[config.mk]
export PLATFORM = sky130hd
export DESIGN_NAME = cla_multiword_seq
export DESIGN_NICKNAME = d
export VERILOG_FILES = /design/src/rtl/cla_multiword_seq_pkg.sv /design/src/rtl/cla_multiword_seq_cla_32bit.sv /design/src/rtl/cla_multiword_seq.sv
export SDC_FILE = /design/constraint.sdc
export NUM_CORES = 1
export LEC_CHECK = 0
export CAP_MARGIN = 20
export CORE_ASPECT_RATIO = 0.5
export CORE_MARGIN = 1.5
export CORE_UTILIZATION = 50
export DETAILED_ROUTE_END_ITERATION = 8
export PLACE_DENSITY = 0.79
export SETUP_SLACK_MARGIN = 0.1
export SLEW_MARGIN = 40
export SYNTH_ARGS = -nofsm -noshare
export SYNTH_HDL_FRONTEND = slang
export SYNTH_HIERARCHICAL = 1
export SYNTH_SLANG_ARGS = --single-unit
[constraint.sdc]
create_clock -name clk -period 9.5 [get_ports clk]
set_input_delay 0.95 -clock clk [delete_from_list [all_inputs] [get_ports clk]]
set_output_delay 0.95 -clock clk [all_outputs]
set_load 0.01 [all_outputs]
[src/rtl/cla_multiword_seq_pkg.sv]
// Shared constants for the multi-word CLA sequencer: datapath word width and FSM state codes.
package cla_multiword_seq_pkg;

    localparam int WORD_W = 32;

    localparam logic [1:0] ST_IDLE = 2'd0;
    localparam logic [1:0] ST_RUN  = 2'd1;
    localparam logic [1:0] ST_DONE = 2'd2;

endpackage

[src/rtl/cla_multiword_seq_cla_32bit.sv]
// 32-bit carry-lookahead adder built from eight 4-bit lookahead groups.
// It exports the block-level propagate/generate so the caller can form carry-out from its own carry-in.
module cla_32bit
    import cla_multiword_seq_pkg::*;
(
    input  logic [WORD_W-1:0] a,
    input  logic [WORD_W-1:0] b,
    input  logic              cin,
    output logic [WORD_W-1:0] s,
    output logic              gp,
    output logic              gg
);

    localparam int NGRP = WORD_W / 4;

    logic [WORD_W-1:0] p;
    logic [WORD_W-1:0] g;
    logic [WORD_W-1:0] c;
    logic [NGRP-1:0]   grp_p;
    logic [NGRP-1:0]   grp_g;
    logic [NGRP:0]     grp_c;

    assign p = a ^ b;
    assign g = a & b;

    always_comb begin
        grp_p = '0;
        grp_g = '0;
        for (int k = 0; k < NGRP; k++) begin
            grp_p[k] = &p[4*k +: 4];
            grp_g[k] = g[4*k+3]
                     | (p[4*k+3] & g[4*k+2])
                     | (p[4*k+3] & p[4*k+2] & g[4*k+1])
                     | (p[4*k+3] & p[4*k+2] & p[4*k+1] & g[4*k]);
        end
    end

    // Second-level lookahead across groups; bit carries are then expanded inside each group.
    always_comb begin
        grp_c    = '0;
        grp_c[0] = cin;
        c        = '0;
        for (int k = 0; k < NGRP; k++) begin
            grp_c[k+1] = grp_g[k] | (grp_p[k] & grp_c[k]);
            c[4*k]     = grp_c[k];
            c[4*k+1]   = g[4*k] | (p[4*k] & grp_c[k]);
            c[4*k+2]   = g[4*k+1] | (p[4*k+1] & g[4*k])
                       | (p[4*k+1] & p[4*k] & grp_c[k]);
            c[4*k+3]   = g[4*k+2] | (p[4*k+2] & g[4*k+1])
                       | (p[4*k+2] & p[4*k+1] & g[4*k])
                       | (p[4*k+2] & p[4*k+1] & p[4*k] & grp_c[k]);
        end
    end

    always_comb begin
        gp = 1'b1;
        gg = 1'b0;
        for (int k = 0; k < NGRP; k++) begin
            gg = grp_g[k] | (grp_p[k] & gg);
            gp = gp & grp_p[k];
        end
    end

    assign s = p ^ c;

endmodule

[src/rtl/cla_multiword_seq.sv]
// NWORDS*32-bit add/subtract sequencer: one shared 32-bit CLA, one word per cycle, LSW first.
// Optional CLA_SEQ_ACCUM_EN adds acc_sel, which substitutes the current sum register for op_a.
//
//   state   | meaning
//   --------+--------------------------------------------------------
//   IDLE    | in_ready high, waiting for an operand handshake
//   RUN     | one word of the result written per cycle, idx = word
//   DONE    | result held with out_valid high until out_ready
module cla_multiword_seq
    import cla_multiword_seq_pkg::*;
#(
    parameter int NWORDS = 4
) (
    input  logic                   clk,
    input  logic                   rst_n,
    input  logic                   in_valid,
    output logic                   in_ready,
    input  logic [32*NWORDS-1:0]   op_a,
    input  logic [32*NWORDS-1:0]   op_b,
    input  logic                   sub,
`ifdef CLA_SEQ_ACCUM_EN
    input  logic                   acc_sel,
`endif
    output logic                   out_valid,
    input  logic                   out_ready,
    output logic [32*NWORDS-1:0]   sum,
    output logic                   cout,
    output logic                   ovf
);

    localparam int W    = WORD_W * NWORDS;
    localparam int IDXW = (NWORDS > 1) ? $clog2(NWORDS) : 1;

    logic [1:0]        state;
    logic [IDXW-1:0]   idx;
    logic [W-1:0]      a_reg;
    logic [W-1:0]      b_reg;
    logic              sub_reg;
    logic              carry;

    logic [31:0]       base;
    logic [WORD_W-1:0] a_word;
    logic [WORD_W-1:0] b_word;
    logic [WORD_W-1:0] s_word;
    logic              gp;
    logic              gg;
    logic              carry_nxt;
    logic              last;
    logic [W-1:0]      a_sel;

    assign base      = 32'(idx) * 32'(WORD_W);
    assign a_word    = a_reg[base +: WORD_W];
    assign b_word    = b_reg[base +: WORD_W] ^ {WORD_W{sub_reg}};
    assign carry_nxt = gg | (gp & carry);
    assign last      = (idx == IDXW'(NWORDS - 1));

    assign in_ready  = (state == ST_IDLE);
    assign out_valid = (state == ST_DONE);

`ifdef CLA_SEQ_ACCUM_EN
    assign a_sel = acc_sel ? sum : op_a;
`else
    assign a_sel = op_a;
`endif

    cla_32bit u_cla (
        .a   (a_word),
        .b   (b_word),
        .cin (carry),
        .s   (s_word),
        .gp  (gp),
        .gg  (gg)
    );

    always_ff @(posedge clk or negedge rst_n) begin
        if (!rst_n) begin
            state   <= ST_IDLE;
            idx     <= '0;
            a_reg   <= '0;
            b_reg   <= '0;
            sub_reg <= 1'b0;
            carry   <= 1'b0;
            sum     <= '0;
            cout    <= 1'b0;
            ovf     <= 1'b0;
        end else begin
            case (state)
                ST_IDLE: begin
                    if (in_valid) begin
                        a_reg   <= a_sel;
                        b_reg   <= op_b;
                        sub_reg <= sub;
                        carry   <= sub;
                        idx     <= '0;
                        state   <= ST_RUN;
                    end
                end
                ST_RUN: begin
                    sum[base +: WORD_W] <= s_word;
                    carry               <= carry_nxt;
                    if (last) begin
                        cout  <= carry_nxt;
                        // Signed overflow: same-sign addends producing a result of the other sign.
                        ovf   <= (a_word[WORD_W-1] == b_word[WORD_W-1])
                              && (s_word[WORD_W-1] != a_word[WORD_W-1]);
                        idx   <= '0;
                        state <= ST_DONE;
                    end else begin
                        idx <= idx + 1'b1;
                    end
                end
                ST_DONE: begin
                    if (out_ready) begin
                        state <= ST_IDLE;
                    end
                end
                default: state <= ST_IDLE;
            endcase
        end
    end

endmodule

==> results.sh <==
export IMPL_vdd_ir_drop_max_v=0.0002967
export IMPL_grt_pass1_vias=13790
export IMPL_grt_pass1_wl_microns=80600
export IMPL_cts_setup_buffers=0
export IMPL_gp_congestion=0.9250
export IMPL_critPathCaptureType="flop"
export IMPL_fin_skew_ns=0.01522
export IMPL_async_reset_ff_frac=1.000
export IMPL_power_density_nw_per_um2=435.8
export IMPL_dp_hpwl_microns=38490
export IMPL_reg2reg_to="sum[57]"
export IMPL_syn_area_sq_um=17780
export IMPL_finalCriticalPeriod_ns=4.583
export IMPL_nets=2365
export IMPL_cts_sinks=392
export IMPL_fin_area_sq_um=23330
export IMPL_via_count=14310
export IMPL_cap_violations=0
export IMPL_antenna_left=0
export IMPL_syn_to_final_growth_pct=31.21
export IMPL_relSlewSlack=0.3634
export IMPL_first_pass_iters=5
export IMPL_io_buffer_count=392
export IMPL_cts_resized=0
export IMPL_die_y_microns=136.4
export IMPL_worstPathRequired_ns=9.97
export IMPL_synth_edff_count=0
export IMPL_clk_pin_slew_ns=0.07
export IMPL_r2r_setup_slack_ns=4.92
export IMPL_syn_inst=1711
export IMPL_grt_max_degree=112
export IMPL_routed_wl_microns=54010
export IMPL_tns_ns=0
export IMPL_core_sq_um=34770
export IMPL_ioPinCount=393
export IMPL_drt_vias_per_instance=5.563
export IMPL_row_count=48
export IMPL_hold_class="primary input to async pin"
export IMPL_antenna_found_initial=12
export IMPL_outcome="finished, final reports clean"
export IMPL_startpoint="idx[1]"
export IMPL_synth_warnings=6
export IMPL_root_buffer="clkbuf_16"
export IMPL_tightest_slew_ns=0.9481
export IMPL_fillerInstances=2535
export IMPL_final_layout_size_suffix_gt1_frac=0.07910
export IMPL_start_util=0.5114
export IMPL_post_drt_wl_per_cell_microns=20.99
export IMPL_r2r_start="idx[1]"
export IMPL_ys_ff_latch=392
export IMPL_synth_ff_type="dfrtp_1"
export IMPL_clock_latency_ns=0.54
export IMPL_cts_tree="built"
export IMPL_ys_types=51
export IMPL_clock_path_buffers=3
export IMPL_reg2reg_depth=13
export IMPL_drc=0
export IMPL_drt_first_iter_violations=1424
export IMPL_grt_overflow_total=0
export IMPL_path_class="flop to flop"
export IMPL_avgSynthCellArea_sq_um=10.39
export IMPL_cts_buffers=36
export IMPL_fp_dieW_microns=269.7
export IMPL_hold_viol=0
export IMPL_fmax_mhz=218.2
export IMPL_finalCritPeriodShare=0.4825
export IMPL_die_area_sq_um=36770
export IMPL_rsz0062_at_grt="false"
export IMPL_track_usage=0.2900
export IMPL_p_leak_nw=11.30
export IMPL_postCtsHoldBufs=0
export IMPL_worstPathArrival_ns=5.06
export IMPL_slew_viol_final=0
export IMPL_finalSetupViolCount=0
export IMPL_final_core_utilization=0.6709
export IMPL_path_max_fanout=35
export IMPL_postPlaceCellArea_sq_um=22020
export IMPL_synth_nets=2017
export IMPL_startpoint_type="flop"
export IMPL_cts_htree_levels=2
export IMPL_ys_seq_area_frac=0.5516
==> cell families (layout without fill, tap and decap cells) <==
kind of cell,Yosys count,count (layout),synth area share
flops,392,392,0.5516
compound gates,196,196,0.08795
mux,66,66,0.08218
buf+inv,121,496,0.03138
xor+xnor,56,56,0.02758
fa+ha+maj,45,45,0.03504
other cells,0,12,0
simple gates,835,835,0.1842
==> stage by stage <==
step	setup slack [ns]	instances	total power, mW	hold slack (ns)
finish	4.917	2573	10.17	0.2597
global route	4.761	2572	10.69	0.2590
CTS	4.678	2558	9.981	0.4730
detailed placement	4.778	2493	8.441	0.4567
global placement	4.855	2491	8.258	0.4522
floorplan	5.705	1711	6.335	0.4403
==> worst max path at each step <==
stage,slack [ns],cells after the start,endpoint
CTS,4.68,13,sum[93]
floorplan,5.71,16,sum[17]
detailed placement,4.78,12,sum[25]
global placement,4.85,13,sum[93]
finish,4.92,13,sum[57]
global route,4.76,13,sum[25]
==> layout by cell type (no fill, tap or decap), types with 9 or more instances in the layout <==
| cell type | Yosys | routed |
|---|---|---|
| ha_1 | 37 | 37 |
| buf_4 | 6 | 9 |
| nand2_1 | 789 | 788 |
| a21oi_1 | 24 | 24 |
| clkinv_2 | 0 | 9 |
| clkdlybuf4s50_1 | 0 | 391 |
| mux4_2 | 64 | 64 |
| clkbuf_16 | 0 | 37 |
| nor2_1 | 10 | 9 |
| dfrtp_1 | 392 | 389 |
| diode_2 | 0 | 12 |
| inv_1 | 17 | 17 |
| o21ai_0 | 12 | 12 |
| a22o_1 | 129 | 129 |
| xnor2_1 | 12 | 11 |
| xor2_1 | 44 | 44 |
==> cells in the mapped netlist, types with 2 or more instances <==
master	count	area, sq um
mux4_2	64	1441
a21oi_1	24	120.1
o21a_1	2	15.01
xnor2_1	12	105.1
nor3_1	3	15.01
o21bai_1	3	22.52
inv_1	17	63.81
nand4b_1	2	17.52
and4_1	2	17.52
o41ai_1	2	17.52
xor2_1	44	385.4
nor2b_1	3	18.77
dfrtp_1	392	9809
nand4_1	4	25.02
o31ai_1	2	15.01
nand2_1	789	2962
nor2_1	10	37.54
nand3_1	6	30.03
or3_1	2	12.51
buf_2	40	200.2
a21oi_2	3	26.28
buf_6	4	45.04
o21ai_0	12	60.06
o21ai_1	6	30.03
clkbuf_1	51	191.4
a22o_1	129	1130
ha_1	37	462.9
buf_4	6	45.04
mux2i_1	2	20.02
nand2b_1	4	25.02
fa_1	8	160.2
a21o_1	7	52.55
==> routing by layer <==
metal	global-route usage	up-vias	part of all wire
met4	0.1111	0	0.035
met5	0	-	0
met3	0.05705	112	0.076
met1	0.4084	7201	0.42
li1	-	6409	-
met2	0.4499	591	0.47
==> area by class of cell <==
class | count | area [sq um] | share of cell area
Tap cell | 475 | 594.3 | 0.02547
Antenna cell | 12 | 30.03 | 0.001287
Sequential cell | 392 | 9821 | 0.4209
Timing Repair Buffer | 413 | 4184 | 0.1793
Clock inverter | 14 | 152.6 | 0.006543
Clock buffer | 51 | 1039 | 0.04451
Inverter | 18 | 67.56 | 0.002896
Multi-Input combinational cell | 1198 | 7443 | 0.3190
==> report_power, final <==
group | switching, mW | internal (mW)
logic | 3.73 | 2.12
clock network | 0.645 | 0.849
registers | 0.491 | 2.33
==> worst max-delay path, stage by stage, from the launching register on <==
cell,delay (ns)
dfrtp_4,0.76
buf_4,0.57
mux4_2,0.44
xor2_1,0.41
ha_1,0.37
nand2_1,0.09
o21ai_1,0.12
a31oi_2,0.30
o211ai_4,0.18
a21oi_2,0.22
inv_1,0.07
fa_1,0.38
xor2_1,0.37
a22o_1,0.19
Note: power is estimated with default switching activity, not from simulation.
